--- src/rtl/datapath_pkg.sv ---
// datapath_pkg: shared encodings for the datapath command sequencer.
// Holds the command-kind codes, the ALU opcode names and the sequencer
// state codes. States are plain 3-bit constants so older code that
// compares raw state values keeps working.
package datapath_pkg;

  // Command kinds presented on cmd_kind
  localparam logic [1:0] KIND_NOP  = 2'b00;
  localparam logic [1:0] KIND_PUSH = 2'b01;
  localparam logic [1:0] KIND_ALU  = 2'b10;
  localparam logic [1:0] KIND_POP  = 2'b11;

  // ALU opcodes forwarded to the datapath unchanged
  localparam logic [2:0] ALU_ADD = 3'b000;
  localparam logic [2:0] ALU_SUB = 3'b001;
  localparam logic [2:0] ALU_AND = 3'b010;
  localparam logic [2:0] ALU_OR  = 3'b011;
  localparam logic [2:0] ALU_XOR = 3'b100;
  localparam logic [2:0] ALU_NOT = 3'b101;
  localparam logic [2:0] ALU_SHL = 3'b110;
  localparam logic [2:0] ALU_SHR = 3'b111;

  // Sequencer states
  typedef logic [2:0] state_t;
  localparam state_t S_IDLE  = 3'd0;
  localparam state_t S_PUSH  = 3'd1;
  localparam state_t S_POP   = 3'd2;
  localparam state_t S_NOP   = 3'd3;
  localparam state_t S_LOAD1 = 3'd4;
  localparam state_t S_LOAD2 = 3'd5;
  localparam state_t S_EXEC  = 3'd6;
  localparam state_t S_ERR   = 3'd7;

endpackage

--- src/rtl/stack_depth_tracker.sv ---
// stack_depth_tracker: saturating up/down occupancy counter that mirrors
// the datapath stack, plus the flags the sequencer needs to judge whether
// a command is legal (full, empty, at least two entries).
module stack_depth_tracker
  import datapath_pkg::*;
#(
  parameter int DEPTH = 8,
  parameter int W     = $clog2(DEPTH + 1)
) (
  input  logic         clk,
  input  logic         reset,
  input  logic         inc,
  input  logic         dec,
  output logic [W-1:0] depth,
  output logic         full,
  output logic         empty,
  output logic         has_two
);

  localparam logic [W-1:0] MAX_COUNT = W'(DEPTH);

  logic [W-1:0] count;

  // Count pushes up and pops down, never wrapping past either end
  always_ff @(posedge clk or posedge reset) begin
    if (reset) begin
      count <= '0;
    end else if (inc && !dec && (count != MAX_COUNT)) begin
      count <= count + W'(1);
    end else if (dec && !inc && (count != '0)) begin
      count <= count - W'(1);
    end
  end

  assign depth   = count;
  assign full    = (count == MAX_COUNT);
  assign empty   = (count == '0);
  assign has_two = (count >= W'(2));

endmodule

--- src/rtl/datapath_ctrl.sv ---
// datapath_ctrl: command sequencer for the stack/temp/ALU datapath.
// Accepts one command per valid/ready handshake and expands it into the
// registered push/pop/loadTemp1/loadTemp2 strobes, holding opcode and din.
// Optional feature macro: DATAPATH_CTRL_CHECK_EN enables occupancy
// tracking and rejection of commands that would over/underflow the stack;
// without it err and depth are tied 0 and every command executes.
module datapath_ctrl
  import datapath_pkg::*;
#(
  parameter int DEPTH = 8,
  parameter int DW    = 16
) (
  input  logic                         clk,
  input  logic                         reset,
  input  logic                         cmd_valid,
  output logic                         cmd_ready,
  input  logic [1:0]                   cmd_kind,
  input  logic [2:0]                   cmd_alu_op,
  input  logic [DW-1:0]                cmd_data,
  output logic                         push,
  output logic                         pop,
  output logic                         loadTemp1,
  output logic                         loadTemp2,
  output logic [2:0]                   opcode,
  output logic [DW-1:0]                din,
  output logic                         done,
  output logic                         err,
  output logic [$clog2(DEPTH+1)-1:0]   depth
);

  state_t state;
  state_t next_state;
  logic   accept;
  logic   cmd_legal;

  assign cmd_ready = (state == S_IDLE);
  assign accept    = cmd_valid && cmd_ready;

`ifdef DATAPATH_CTRL_CHECK_EN
  logic full;
  logic empty;
  logic has_two;

  stack_depth_tracker #(
    .DEPTH (DEPTH)
  ) u_depth_tracker (
    .clk     (clk),
    .reset   (reset),
    .inc     (state == S_PUSH),
    .dec     (pop),
    .depth   (depth),
    .full    (full),
    .empty   (empty),
    .has_two (has_two)
  );

  // Judge the offered command against the current occupancy
  always_comb begin
    cmd_legal = 1'b1;
    case (cmd_kind)
      KIND_PUSH: cmd_legal = !full;
      KIND_POP:  cmd_legal = !empty;
      KIND_ALU:  cmd_legal = has_two;
      default:   cmd_legal = 1'b1;
    endcase
  end
`else
  assign cmd_legal = 1'b1;
  assign depth     = '0;
`endif

  // Pick the next state: dispatch on accept, walk the ALU sequence, else idle
  always_comb begin
    next_state = S_IDLE;
    case (state)
      S_IDLE: begin
        if (cmd_valid) begin
          if (!cmd_legal) begin
            next_state = S_ERR;
          end else begin
            case (cmd_kind)
              KIND_PUSH: next_state = S_PUSH;
              KIND_POP:  next_state = S_POP;
              KIND_ALU:  next_state = S_LOAD1;
              default:   next_state = S_NOP;
            endcase
          end
        end
      end
      S_LOAD1: next_state = S_LOAD2;
      S_LOAD2: next_state = S_EXEC;
      default: next_state = S_IDLE;
    endcase
  end

  // State register
  always_ff @(posedge clk or posedge reset) begin
    if (reset) begin
      state <= S_IDLE;
    end else begin
      state <= next_state;
    end
  end

  // Strobes are registered from the state being entered so they line up with it
  always_ff @(posedge clk or posedge reset) begin
    if (reset) begin
      push      <= 1'b0;
      pop       <= 1'b0;
      loadTemp1 <= 1'b0;
      loadTemp2 <= 1'b0;
      done      <= 1'b0;
    end else begin
      push      <= (next_state == S_PUSH);
      pop       <= (next_state == S_POP) || (next_state == S_LOAD1) ||
                   (next_state == S_LOAD2);
      loadTemp1 <= (next_state == S_LOAD1);
      loadTemp2 <= (next_state == S_LOAD2);
      done      <= (next_state == S_PUSH) || (next_state == S_POP) ||
                   (next_state == S_NOP)  || (next_state == S_EXEC);
    end
  end

`ifdef DATAPATH_CTRL_CHECK_EN
  // Rejection pulse, one cycle while in ERR
  always_ff @(posedge clk or posedge reset) begin
    if (reset) begin
      err <= 1'b0;
    end else begin
      err <= (next_state == S_ERR);
    end
  end
`else
  assign err = 1'b0;
`endif

  // Capture immediate and opcode only on a legal accept so the ALU result stays stable
  always_ff @(posedge clk or posedge reset) begin
    if (reset) begin
      din    <= '0;
      opcode <= '0;
    end else if (accept && cmd_legal) begin
      if (cmd_kind == KIND_PUSH) begin
        din <= cmd_data;
      end
      if (cmd_kind == KIND_ALU) begin
        opcode <= cmd_alu_op;
      end
    end
  end

endmodule
--- config.mk ---
export PLATFORM = sky130hd
export DESIGN_NAME = datapath_ctrl
export DESIGN_NICKNAME = d
export VERILOG_FILES = /design/src/rtl/datapath_pkg.sv /design/src/rtl/stack_depth_tracker.sv /design/src/rtl/datapath_ctrl.sv
export SDC_FILE = /design/constraint.sdc
export NUM_CORES = 1
export LEC_CHECK = 0
export ABC_AREA = 1
export CORE_UTILIZATION = 41
export DETAILED_ROUTE_END_ITERATION = 10
export GPL_ROUTABILITY_DRIVEN = 0
export PLACE_DENSITY_LB_ADDON = 0.05
export SETUP_SLACK_MARGIN = 0.2
export SYNTH_ARGS = -nofsm -noshare
export SYNTH_HDL_FRONTEND = slang
export SYNTH_HIERARCHICAL = 1
export SYNTH_SLANG_ARGS = --single-unit
export TNS_END_PERCENT = 5
--- constraint.sdc ---
create_clock -name clk -period 1.3 [get_ports clk]
set_input_delay 0.26 -clock clk [delete_from_list [all_inputs] [get_ports clk]]
set_output_delay 0.26 -clock clk [all_outputs]
set_load 0.01 [all_outputs]
[After elaboration in Yosys (flattened, before gate mapping)]
Cells that the tools add are included.
Cells by class
  $add $sub $neg: 0
  $mul: 0
  div/mod/pow operators: 0
  magnitude comparators: 0
  eq/ne operators: 11
  shift operators: 0
  muxes and demuxes: 3
  bitwise operators: 0
  reductions and logical operators: 9
Operator list (count)
  $pmux W3 S3: 2
  $eq A3 B3 Y1 const B: 5
  $eq A3 B2 Y1 const B: 2
  $logic_or A1 B1 Y1: 5
  $eq A2 B2 Y1 const B: 2
  $reduce_and A2 Y1: 2
  $eq A3 B1 Y1 const B: 1
  $logic_not A3 Y1: 1
  $mux W3: 1
  $eq A2 B1 Y1 const B: 1
  $logic_and A1 B1 Y1: 1
Word-level totals
  bits in registers: 27
  latch bits: 0
  bits in writable memories: 0
  ROM bits: 0
  output and inout port bits: 30
  memories: 0

[Depth between registers and ports, before layout]
  depth after elaboration: 8
  mapped depth: 9
  gate-level depth less buffers: 9

[Worst setup path after synthesis]
OpenSTA, ideal clock, no wires.
  path type: in2reg
  from: input port cmd_kind[1]
  to: register done
  arrival: 1.034 ns
  required time: 1.182 ns
  path slack: 0.149 ns
  stages on the path: 9
  path buffers: 1
  path through: inv_1 > ha_1 > buf_4 > o21ai_1 > nand2_1 > nand2_1 > inv_2 > nand2_1 > nand2_1
On the way
  word-level cells in the longest chain between the ends: 8
Ends and longest elaborated chain
  from (decl): line datapath_ctrl.sv:17  | input logic [1:0] cmd_kind,
  $eq A2 B2 Y1 / $eq A2 B1 Y1 (equally long branches): line datapath_ctrl.sv:81  | case (cmd_kind)
  $pmux W3 S3 *: line datapath_ctrl.sv:81
  $mux W3 *: line datapath_ctrl.sv:77  | if (cmd_valid) begin
  $pmux W3 S3 *: line datapath_ctrl.sv:75  | case (state)
  named net next_state[0]: line datapath_ctrl.sv:32  | state_t next_state;
  $eq A3 B1 Y1 / $eq A3 B2 Y1 (equally long branches): line datapath_ctrl.sv:119  | done <= (next_state == S_PUSH) || (next_state == S_POP) ||
  $logic_or A1 B1 Y1 (2 in series): line datapath_ctrl.sv:119
  $logic_or A1 B1 Y1 *: line datapath_ctrl.sv:120  | (next_state == S_NOP) || (next_state == S_EXEC);
  to (signal assigned): line datapath_ctrl.sv:119
  to (decl): line datapath_ctrl.sv:26  | output logic done,
Mark *: on every way through the listed nets, which the timed path passes. The rest lies on a longest branch.
A chain may end at the register's enable or synchronous reset.

[Final worst setup path]
  from: register state[0]
  to: output port cmd_ready
On the way
  word-level cells in the longest chain between the ends: 1
Ends and longest elaborated chain
  from (decl): line datapath_ctrl.sv:31  | state_t state;
  from (signal assigned): line datapath_ctrl.sv:101  | state <= next_state;
  $logic_not A3 Y1: line datapath_ctrl.sv:36  | assign cmd_ready = (state == S_IDLE);
  to (decl): line datapath_ctrl.sv:16  | output logic cmd_ready,
No other way between the ends.

==> key figures <==
Synth
  • Mapped Cells: 134
  • Synthesized flop and latch total: 27
  • Unique masters post-synth: 16
  • Top post-synthesis cells by count: nand2_1 (48), dfrtp_1 (27), nand3_1 (24)
  • Synth warn: 6
  • Sequential area share after synthesis: 54.9%
  • Main synth FF type: dfrtp_1
  • Post-synth EDFFs: 0
  • Post-synthesis cell area: 0.00123 mm2
  • Mean Syn Cell Area: 9.18 um2
  • Post-synthesis async set-or-reset flop share: 100%
  • Top cell type's share of synthesized area: 54.9%
  • Area leader, netlist: dfrtp_1
  • Top-count cell post-synth: nand2_1
  • Main area contributors after synthesis: dfrtp_1 (55%), nand2_1 (15%), nand3_1 (9.8%), ha_1 (4.1%), buf_4 (3.7%)

Cells and area
  • Final instance area: 0.00178 mm2
  • Layout area overhead: 44.7%
  • Fillers: 271
  • Post-layout util: 63.4%
  • Fraction of layout cells with a size suffix above 1: 31.6%
  • Final net count: 225
  • Number of diodes: 0
  • Non-Filler Instances: 227

CTS
  • Clock slew at reported path FFs: 0.15 ns
  • Root Buffer: clkbuf_4
  • H-Tree Level Count: 1
  • Inserted Clock Buffers: 3
  • Clock Sinks: 27
  • Worst skew pair latency: 0.33 ns
  • CTS hold repair buffers: 0
  • Clk buf depth: 2
  • CTS tree: done

GRT
  • Overflow after GRT: 0
  • Initial antenna violation count: 0
  • GRT Resource Usage Total: 19.0%
  • Vias in the first global route: 1,047
  • Global-route wire length before repair: 4720 um
  • Largest net degree at the start of global routing: 28

Min path
  • Hold Path Class: in -> async

STA
  • Final setup fails: 2
  • Worst Setup Slack, final: -0.0640 ns
  • RSZ-0062 raised after global routing: true
  • Final hold violations: 0
  • Setup TNS: -0.0682 ns
  • Max Transition Viols Final: 0
  • Clk_skew: 0.00197 ns
  • Crit path time final: 1.36 ns
  • Fmax: 733 MHz
  • Period utilisation layout: 105%

Floorplan
  • DIE AREA: 0.00322 mm2
  • Die W: 56.8 um
  • Cell row count: 19
  • Chip height: 56.8 um
  • Starting Density: 43.8%
  • Boundary pin count: 54
  • Core area: 0.00281 mm2

Power and ir drop
  • Sw power: 0.00137 W
  • Pwr dens: 1960 mW/mm2
  • P_leak: 1.00 nW
  • P_int: 0.00212 W
  • Max VDD drop: 1.15 mV
  • Share of power burned in registers: 39.6%
  • Clock share of power: 11.1%
  • Switching share of power: 39.2%
  • Logic pwr share: 49.4%

Place
  • Setup WS pre-CTS: -0.384 ns
  • Placed cell count: 221
  • Post-DP HPWL: 2070 um
  • Placed Area: 0.00182 mm2
  • Port Buf Inserts: 48

Drt
  • Drt drc: 4
  • 1st-iter DRT viols: 45
  • TritonRoute pass-1 iters: 6
  • Routed wire length: 2840 um
  • Final antenna-violating net count: 0
  • DR vias: 1,072
  • Avg WL per Cell: 12.5 um
  • Avg Vias per Cell: 4.72

Setup path
  • CP required: 1.04 ns
  • Setup crit end kind: output port
  • Crit Path Class: reg -> out
  • Startpoint types: flip-flop
  • Highest net fanout along the worst path: 2
  • Arrival time worst endpoint: 1.10 ns

Job
  • Max-capacitance violation count: 0

Status
  • Status: finished, violations left
  • Failing checks: design-rule violations, negative setup slack
## cell usage in the layout, fill, tap and decap left out, drive strengths merged
master         count
buf               40
clkbuf             3
clkdlybuf4s50     21
conb               5
dfrtp             27
dlygate4sd2        3
ha                 4
inv               11
nand2             51
nand3             24
nor2               6
o21ai              1
## worst max-delay path, stage by stage, from the launching register on
cell and delay [ns]:
dfrtp_1 0.44, nor2_4 0.15, nand2_4 0.06, inv_2 0.05
buf_6 0.09
## area by class of cell
cell class / instances / area (um2) / share of cell area [%]
flip-flops and latches: 27 / 676 / 38.0
repair buffers: 64 / 520 / 29.3
multi-input cells: 91 / 475 / 26.7
well taps: 31 / 38.8 / 2.18
inverters: 10 / 37.5 / 2.11
clock buffers: 3 / 22.5 / 1.27
clock inverters: 1 / 8.76 / 0.492
## metrics by stage
step / power, W / hold WS, ns
global route: 0.00374 / 0.233
CTS: 0.00348 / 0.227
finish: 0.00349 / 0.229
floorplan: 0.00226 / 0.313
detailed placement: 0.00334 / 0.457
global placement: 0.00328 / 0.453
## logic make-up (layout without fill, tap and decap cells)
kind of cell / after synthesis / count (layout) / share of synthesized area [%]
simple gates: 81 / 81 / 30.5
buf+inv: 20 / 78 / 9.77
other cells: 1 / 5 / 0.305
fa+ha+maj: 4 / 4 / 4.07
compound gates: 1 / 1 / 0.407
flops: 27 / 27 / 54.9
## state kept, by name (all words and copies together) (netlist names)
register	cells
loadTemp2	1
push	1
loadTemp1	1
pop	1
opcode	3
din	16
done	1
state	3
## power by group through the flow
stage	sequential, W	clock, W	combinational (W)
3_3_place_gp	0.00141	0	0.00187
3_5_place_dp	0.00141	0	0.00193
4_1_cts	0.00138	0.000398	0.00170
6_report	0.00138	0.000386	0.00172
2_1_floorplan	0.00156	0	0.000695
5_1_grt	0.00142	0.000422	0.00189
## worst paths after layout
path                             startpoint  cells after the start  slack, ns         to
worst max-delay path               state[0]                      4      -0.06  cmd_ready
worst min-delay path                  reset                      3       0.23  opcode[1]
worst max register to register     state[0]                      8          0  opcode[1]
worst min register to register      din[12]                      2       0.48    din[12]
max in group asynchronous             reset                      3       0.92     din[4]
min in group clk                cmd_data[4]                      3       0.47     din[4]
## what timing repair did
item	CTS	global route
cloned	0	0
pin swaps	9	3
gates resized for setup	107	4
setup endpoints to repair	52	51
buffers inserted	1	1
## per-layer routing
metal  track usage (%)  vias up  routed length, um
li1                  -      527                  -
met4              8.71        0                 38
met2              32.3       29               1480
met5                 0        -                  0
met1              23.6      510               1160
met3              3.23        6                168
No activity file was read; power rests on OpenSTA's default activity.
